[src/rtl/cordic_vector_pkg.sv]
// Shared constants and types for the vectoring-mode CORDIC (phase/magnitude).
package cordic_vector_pkg;

  localparam int WIDTH = 20;
  localparam int ITERS = 16;
  localparam int GUARD = 2;
  localparam int DW    = WIDTH + GUARD;
  localparam int CNT_W = 4;

  // Binary angle: 2^WIDTH counts per full turn
  localparam logic [WIDTH-1:0] PI      = 20'h80000;
  localparam logic [WIDTH-1:0] HALF_PI = 20'h40000;

  // Uncompensated gain of the micro-rotation chain
  localparam real K = 1.646760;

  typedef enum logic [1:0] {
    IDLE,
    PRE,
    ITER,
    FIN
  } state_t;

endpackage

[src/rtl/cordic_atan_rom.sv]
// Arctangent table atan(2^-i) in binary-angle units; same contents as the sine path.
module cordic_atan_rom
  import cordic_vector_pkg::*;
(
  input  logic [CNT_W-1:0] addr,
  output logic [WIDTH-1:0] atan
);

  always_comb begin
    atan = '0;
    case (addr)
      4'd0:  atan = 20'h20000;
      4'd1:  atan = 20'h12E40;
      4'd2:  atan = 20'h09FB4;
      4'd3:  atan = 20'h05111;
      4'd4:  atan = 20'h028B1;
      4'd5:  atan = 20'h0145D;
      4'd6:  atan = 20'h00A2F;
      4'd7:  atan = 20'h00518;
      4'd8:  atan = 20'h0028C;
      4'd9:  atan = 20'h00146;
      4'd10: atan = 20'h000A3;
      4'd11: atan = 20'h00051;
      4'd12: atan = 20'h00029;
      4'd13: atan = 20'h00014;
      4'd14: atan = 20'h0000A;
      4'd15: atan = 20'h00005;
      default: atan = '0;
    endcase
  end

endmodule

[src/rtl/cordic_vector.sv]
// Iterative vectoring CORDIC: drives Y to zero, accumulating atan2(y,x) in Z and K*|v| in X.
module cordic_vector
  import cordic_vector_pkg::*;
(
  input  logic             clk,
  input  logic             reset,
  input  logic             start,
  input  logic [WIDTH-1:0] x_in,
  input  logic [WIDTH-1:0] y_in,
  output logic             busy,
  output logic             done,
  output logic [WIDTH-1:0] angle_out,
  output logic [DW-1:0]    mag_out
);

  state_t state, state_next;

  logic signed [DW-1:0] x_reg, y_reg;
  logic signed [DW-1:0] x_shift, y_shift;
  logic [WIDTH-1:0]     z_reg;
  logic [WIDTH-1:0]     atan;
  logic [CNT_W-1:0]     iter;
  logic                 zero_flag;
  logic                 last_iter;

  cordic_atan_rom u_rom (
    .addr (iter),
    .atan (atan)
  );

  assign x_shift   = x_reg >>> iter;
  assign y_shift   = y_reg >>> iter;
  assign last_iter = (iter == CNT_W'(ITERS - 1));
  assign busy      = (state != IDLE);

  always_ff @(posedge clk) begin
    if (reset) state <= IDLE;
    else       state <= state_next;
  end

  always_comb begin
    state_next = state;
    case (state)
      IDLE:    if (start) state_next = PRE;
      PRE:     state_next = ITER;
      ITER:    if (last_iter) state_next = FIN;
      FIN:     state_next = IDLE;
      default: state_next = IDLE;
    endcase
  end

  // Left half-plane vectors are mirrored through the origin first so the
  // iterations only ever need to cover (-pi/2, pi/2); Z starts at pi to undo it.
  always_ff @(posedge clk) begin
    if (reset) begin
      x_reg     <= '0;
      y_reg     <= '0;
      z_reg     <= '0;
      iter      <= '0;
      zero_flag <= 1'b0;
      done      <= 1'b0;
      angle_out <= '0;
      mag_out   <= '0;
    end else begin
      done <= 1'b0;
      case (state)
        IDLE: begin
          if (start) begin
            x_reg <= {{GUARD{x_in[WIDTH-1]}}, x_in};
            y_reg <= {{GUARD{y_in[WIDTH-1]}}, y_in};
          end
        end
        PRE: begin
          iter      <= '0;
          zero_flag <= (x_reg == '0) && (y_reg == '0);
          if (x_reg[DW-1]) begin
            x_reg <= -x_reg;
            y_reg <= -y_reg;
            z_reg <= PI;
          end else begin
            z_reg <= '0;
          end
        end
        ITER: begin
          if (!y_reg[DW-1]) begin
            x_reg <= x_reg + y_shift;
            y_reg <= y_reg - x_shift;
            z_reg <= z_reg + atan;
          end else begin
            x_reg <= x_reg - y_shift;
            y_reg <= y_reg + x_shift;
            z_reg <= z_reg - atan;
          end
          iter <= iter + 1'b1;
        end
        FIN: begin
          angle_out <= zero_flag ? '0 : z_reg;
          mag_out   <= zero_flag ? '0 : x_reg;
          done      <= 1'b1;
        end
        default: ;
      endcase
    end
  end

endmodule

[config.mk]
export PLATFORM = sky130hd
export DESIGN_NAME = cordic_vector
export DESIGN_NICKNAME = d
export VERILOG_FILES = /design/src/rtl/cordic_vector_pkg.sv /design/src/rtl/cordic_atan_rom.sv /design/src/rtl/cordic_vector.sv
export SDC_FILE = /design/constraint.sdc
export NUM_CORES = 1
export LEC_CHECK = 0
export ABC_AREA = 1
export CORE_MARGIN = 3
export CORE_UTILIZATION = 36
export DETAILED_ROUTE_END_ITERATION = 10
export DONT_BUFFER_PORTS = 1
export GPL_TIMING_DRIVEN = 0
export PLACE_DENSITY = 0.57
export SLEW_MARGIN = 10
export SYNTH_ARGS = -nofsm -noshare
export SYNTH_HDL_FRONTEND = slang
export SYNTH_SLANG_ARGS = --single-unit
[constraint.sdc]
create_clock -name clk -period 4.4 [get_ports clk]
set_input_delay 0.88 -clock clk [delete_from_list [all_inputs] [get_ports clk]]
set_output_delay 0.88 -clock clk [all_outputs]
set_load 0.05 [all_outputs]
# Yosys cells after proc, flatten, opt, wreduce, memory -nomap -nowiden
# Memories as Yosys holds them, arrays and structs flattened. A register that Yosys moved wholly into a read port is not among the register bits.
# Index checks and enable logic that the tools add are counted.
# totals
reg_bits,114
rom_bits,288
input_bits,43
memories,1
# memory_table
name,words,width,read_ports,rd_clocked_by_memory_dff,wr,line,text
(no name shown),16,18,1,1,0,cordic_atan_rom.sv:11,case (addr)
# classes
add_sub_neg,9
n_eq_ne,7
shifts,2
mux,20
n_reduce_logical,10
# op_table
cell,count
$mux 22,7
$pmux 22 s3,2
$mux 20,3
$add 22x22->22,2
$logic_not 22->1,2
$neg 22->22,2
$sshr 22x4->22,2
$sub 22x22->22,2
$pmux 20 s2,1
$add 20x20->20,1
$sub 20x20->20,1
$mux 4,2
$pmux 2 s4,1
$pmux 4 s2,1
$ne 2x2->1 const B,3
$add 4x1->4 const B,1
$eq 2x2->1 const B,2
$eq 4x4->1 const B,1
$mux 2,2
$reduce_and 2->1,2
$reduce_bool 2->1,2
$reduce_and 3->1,1
$reduce_bool 3->1,1
$eq 2x1->1 const B,1
other kinds (3),3

# Logic depth before layout (Yosys ltp)
# depth
depth_word,4
depth_mapped,32
depth_no_buf,32

# Modules after synthesis
# Synthesis repeated with hierarchy kept, for this count alone.
# unflattened
hier_cells,2175
hier_area_um2,12669.7
# modules_own_cells
module,n_inst,cells_per_inst,area_each_um2,seq_area_each_um2
cordic_vector,1,2091,12234.2,2282.2
cordic_atan_rom,1,84,435.4,0.0

# Worst setup path before layout
# OpenSTA, ideal clock, no wires.
# synth_timing
kind,register -> register
from,reg iter[0]
to,reg y_reg[15]
setup_time_ps,132
arrival_ps,3500
required_ps,4268
slack_ps,768
path_stages_with_launch,27
period_less_slack_ps,3632
cell_sequence,dfxtp_1 buf_6 buf_6 nand2_1 o21ai_1 mux2i_1 o211ai_1 nand2_1 inv_1 ha_1 inv_1 nor2_1 nand2_1 nand2_1 xor2_1 inv_1 ha_1 a21o_1 a21oi_1 o21ai_0 a21boi_0 o21bai_1 or2_2 nand3_1 nand3_1 nand2_1 a21oi_1
# synth_via
elab_chain_len,4
# synth_rtl
element,line,text
from (decl),cordic_vector.sv:22,logic [CNT_W-1:0] iter;
from (signal assigned),cordic_vector.sv:94,iter <= iter + 1'b1;
$sshr 22x4->22 *,cordic_vector.sv:31,assign x_shift = x_reg >>> iter;
$sub 22x22->22 / $add 22x22->22 (equally long branches),"cordic_vector.sv:87, cordic_vector.sv:91",
$mux 22 *,cordic_vector.sv:85,if (!y_reg[DW-1]) begin
$pmux 22 s3 *,cordic_vector.sv:66,case (state)
to (signal assigned),cordic_vector.sv:70,"y_reg <= {{GUARD{y_in[WIDTH-1]}}, y_in};"
to (signal assigned),cordic_vector.sv:87,y_reg <= y_reg - x_shift;
to (signal assigned),cordic_vector.sv:91,y_reg <= y_reg + x_shift;
to (decl),cordic_vector.sv:18,"logic signed [DW-1:0] x_reg, y_reg;"
# Every way passes the cells marked *; elsewhere a longest branch is shown, timed or not.
# A chain may end at the register's enable or synchronous reset.

# Worst setup path in the final report
# layout_timing
from,reg iter[2]
to,reg x_reg[15]
# layout_via
elab_chain_len,4
# layout_rtl
element,line,text
$sshr 22x4->22 *,cordic_vector.sv:32,assign y_shift = y_reg >>> iter;
$add 22x22->22 / $sub 22x22->22 (equally long branches),"cordic_vector.sv:86, cordic_vector.sv:90",
$mux 22 *,cordic_vector.sv:85,
$pmux 22 s3 *,cordic_vector.sv:66,
to (signal assigned),cordic_vector.sv:69,"x_reg <= {{GUARD{x_in[WIDTH-1]}}, x_in};"
to (signal assigned),cordic_vector.sv:86,x_reg <= x_reg + y_shift;
to (signal assigned),cordic_vector.sv:90,x_reg <= x_reg - y_shift;
to (decl),cordic_vector.sv:18,
# Marks and branches as above.

==> metrics.txt <==
status=finished, final reports clean; critical path's largest stage delay=380 ps; CTS sink cnt=132; antenna violations before repair=1; row count=67; Final Util=43.4%; Final min period=4240 ps; gr usage total=28.4%; Vias per Instance=5.60; Worst path top cell family by delay=compound AO/OA/AOI/OAI gates; HPWL Detailed=42.6 mm; clock insertion delay at the later pin of the skew report=460 ps; GPL Wtd Cong=0.985; CTS clk-pin slew, worst paths=80 ps; Post-Synthesis Net Count=2240; DR WL/cell=20.7 um; largest family of logic cells by synthesized area=simple AND/OR/NAND/NOR gates; # fillers=3685; initial core utilization=37.1%; mux share of post-synthesis cell area=0.239%; vias in the first global route=13400; crit end category=flip-flop; H-tree depth=4; Clock Path Buffers=2; final hold slack=487 ps; fraction of the mapped netlist area in adder cells=8.63%; CP Launch Type=flip-flop; maximum fanout along the worst path=10; met1 usage=38.2%; CP max-delay cell=ha_1; area grow syn2layout=17.1%; Syn Inst Count=2112; Final setup viols=0; port bufs=0; Post-route DRC=0; 1st-pass router iterations=7; Reg area=0.00265 mm2; Fin. Hold Viols=0; share of post-route cells with drive strength above 1=12.2%; multi-input logic area=0.00943 mm2; max_cap viols=0; DIE WIDTH=193 um; Rel. slew slack=25.9%; Post-DRT Antenna Nets=0; Max Freq=236 MHz; die area=0.0372 mm2; CTS tree=done; simple-gate share of the synthesized area=34.3%; Required @ worst endpoint=4710 ps; most frequent cells in the layout=nand2_1 (543), a21oi_1 (228), nand3_1 (202), inv_1 (189), nor2_1 (142); largest net degree at the start of global routing=17; Tightest Pin Transition=1110 ps; routed via count=14700; average cell area after synthesis=5.96 um2; core area=0.0340 mm2; Ports=87; Worst Hold Class=reg -> reg; Starting DRT DRC Count=1679; Distinct cells, synth=56; Synth Area in Compound Gates=22.7%; met3 usage in global routing=4.59%; CTS root buf=clkbuf_16; CP Class=reg -> reg; GR met2 Demand/Resource=44.9%; Final #Nets=2287; Total Routed Length=54.3 mm; Final Cycle Share=96.4%; crit path DAT=4550 ps; FF+latch count, synth=132; CP most frequent cell=nand2_1; commonest non-fill, non-tap cell in the layout=nand2_1; Max Slew Vio Count=0; GR peak layer=met2; Num CTS Buffers=17; critical path buffer and inverter count=6; register area share after synthesis=21.0%; Synth Cell Area=0.0126 mm2; Overflow after GRT=0; Post-Synth XOR/XNOR Area=3.76%; first-pass GRT wire length=79.8 mm; YS warnings=0; Setup Skew=22.9 ps; chip height=193 um
-- worst paths after layout --
path | startpoint | end | slack, ps | cells past startpoint
hold reg to reg | x_reg[19] | mag_out[19] | 490 | 2
hold / removal | x_reg[19] | mag_out[19] | 490 | 2
setup / recovery | iter[2] | x_reg[15] | 160 | 26
setup reg to reg | iter[2] | x_reg[15] | 160 | 26
-- repair_timing --
item / 4_1_cts / 5_1_grt
hold buffers: 0 / 0
cloned: 0 / 2
pin swaps: 8 / 44
setup buffers: 5 / 22
endpoints found under the setup margin: 32 / 25
gates resized for setup: 50 / 179
endpoints found under the hold margin: 0 / 0
-- synth_stat cells, drive strengths merged --
library cell,count,share of area [%]
a211oi,5,0.30
a21boi,4,0.24
a21o,3,0.18
a21oi,242,9.7
a22o,1,0.070
a22oi,1,0.060
a2bb2oi,3,0.21
a31oi,27,1.3
a41oi,1,0.070
and2,1,0.050
and3,2,0.099
buf,49,2.0
clkbuf,47,1.4
clkinv,2,0.060
dfxtp,132,21
fa,3,0.48
ha,82,8.2
inv,199,5.9
mux2i,3,0.24
nand2,576,17
nand3,219,8.7
nand3b,3,0.18
nand4,18,0.94
nor2,155,4.9
nor3,25,1.1
nor3b,2,0.16
nor4,6,0.30
o2111ai,1,0.070
o211ai,28,1.7
o21a,2,0.12
o21ai,185,7.6
o21bai,4,0.24
o221ai,1,0.070
o22a,1,0.070
o22ai,2,0.099
o311ai,3,0.21
o31ai,7,0.42
or2,13,0.67
xnor2,10,0.70
xor2,44,3.1
-- layout make-up --
type                       instances  area share, %
buffer                            95           3.55
sequential                       132           18.0
clock inverter                    12          0.654
multi-input combinational       1683           64.0
clock buffer                      20           3.10
tap                              448           3.80
timing repair buffer              29           1.77
antenna                            1         0.0170
inverter                         201           5.17
-- metrics by stage --
step / worst slack (ps) / cells / setup TNS (ps) / area [um2]
final: 159 / 2621 / 0 / 14700
after global routing: -71.5 / 2620 / -351 / 14700
after CTS: 0.890 / 2596 / 0 / 13900
after detailed placement: -604 / 2560 / -7920 / 13100
after global placement: -619 / 2560 / -8320 / 13100
after floorplan: 768 / 2112 / 0 / 12600
-- cell families (layout without fill, tap and decap cells) --
group,Yosys count,count (layout)
AO/OA/AOI/OAI,521,521
flip-flops,132,132
other,0,1
XOR/XNOR,54,54
adder cells (fa/ha/maj),85,85
multiplexers,3,3
AND/OR/NAND/NOR,1020,1020
buffers and inverters,297,357
-- worst register-to-register path, delay by kind of cell (launching register included) --
family	cells	cell delay [ps]
AOI/OAI and AO/OA	8	1110
buffers and inverters	6	950
and+or+nand+nor	9	940
adders and majority gates	2	540
DFF	1	350
xor gates and xnor gates	1	190
-- routing by layer --
layer  part of all wire (%)  up-vias  routed length [um]
met5                      0        -                   0
met4                    3.9        0                2140
met3                    7.6      108                4140
met1                     43     6749               23600
met2                     45      604               24400
li1                       -     7215                   -
Power is not shown: default switching activity piles up to over one toggle a cycle in this logic, so the estimate is an artifact.
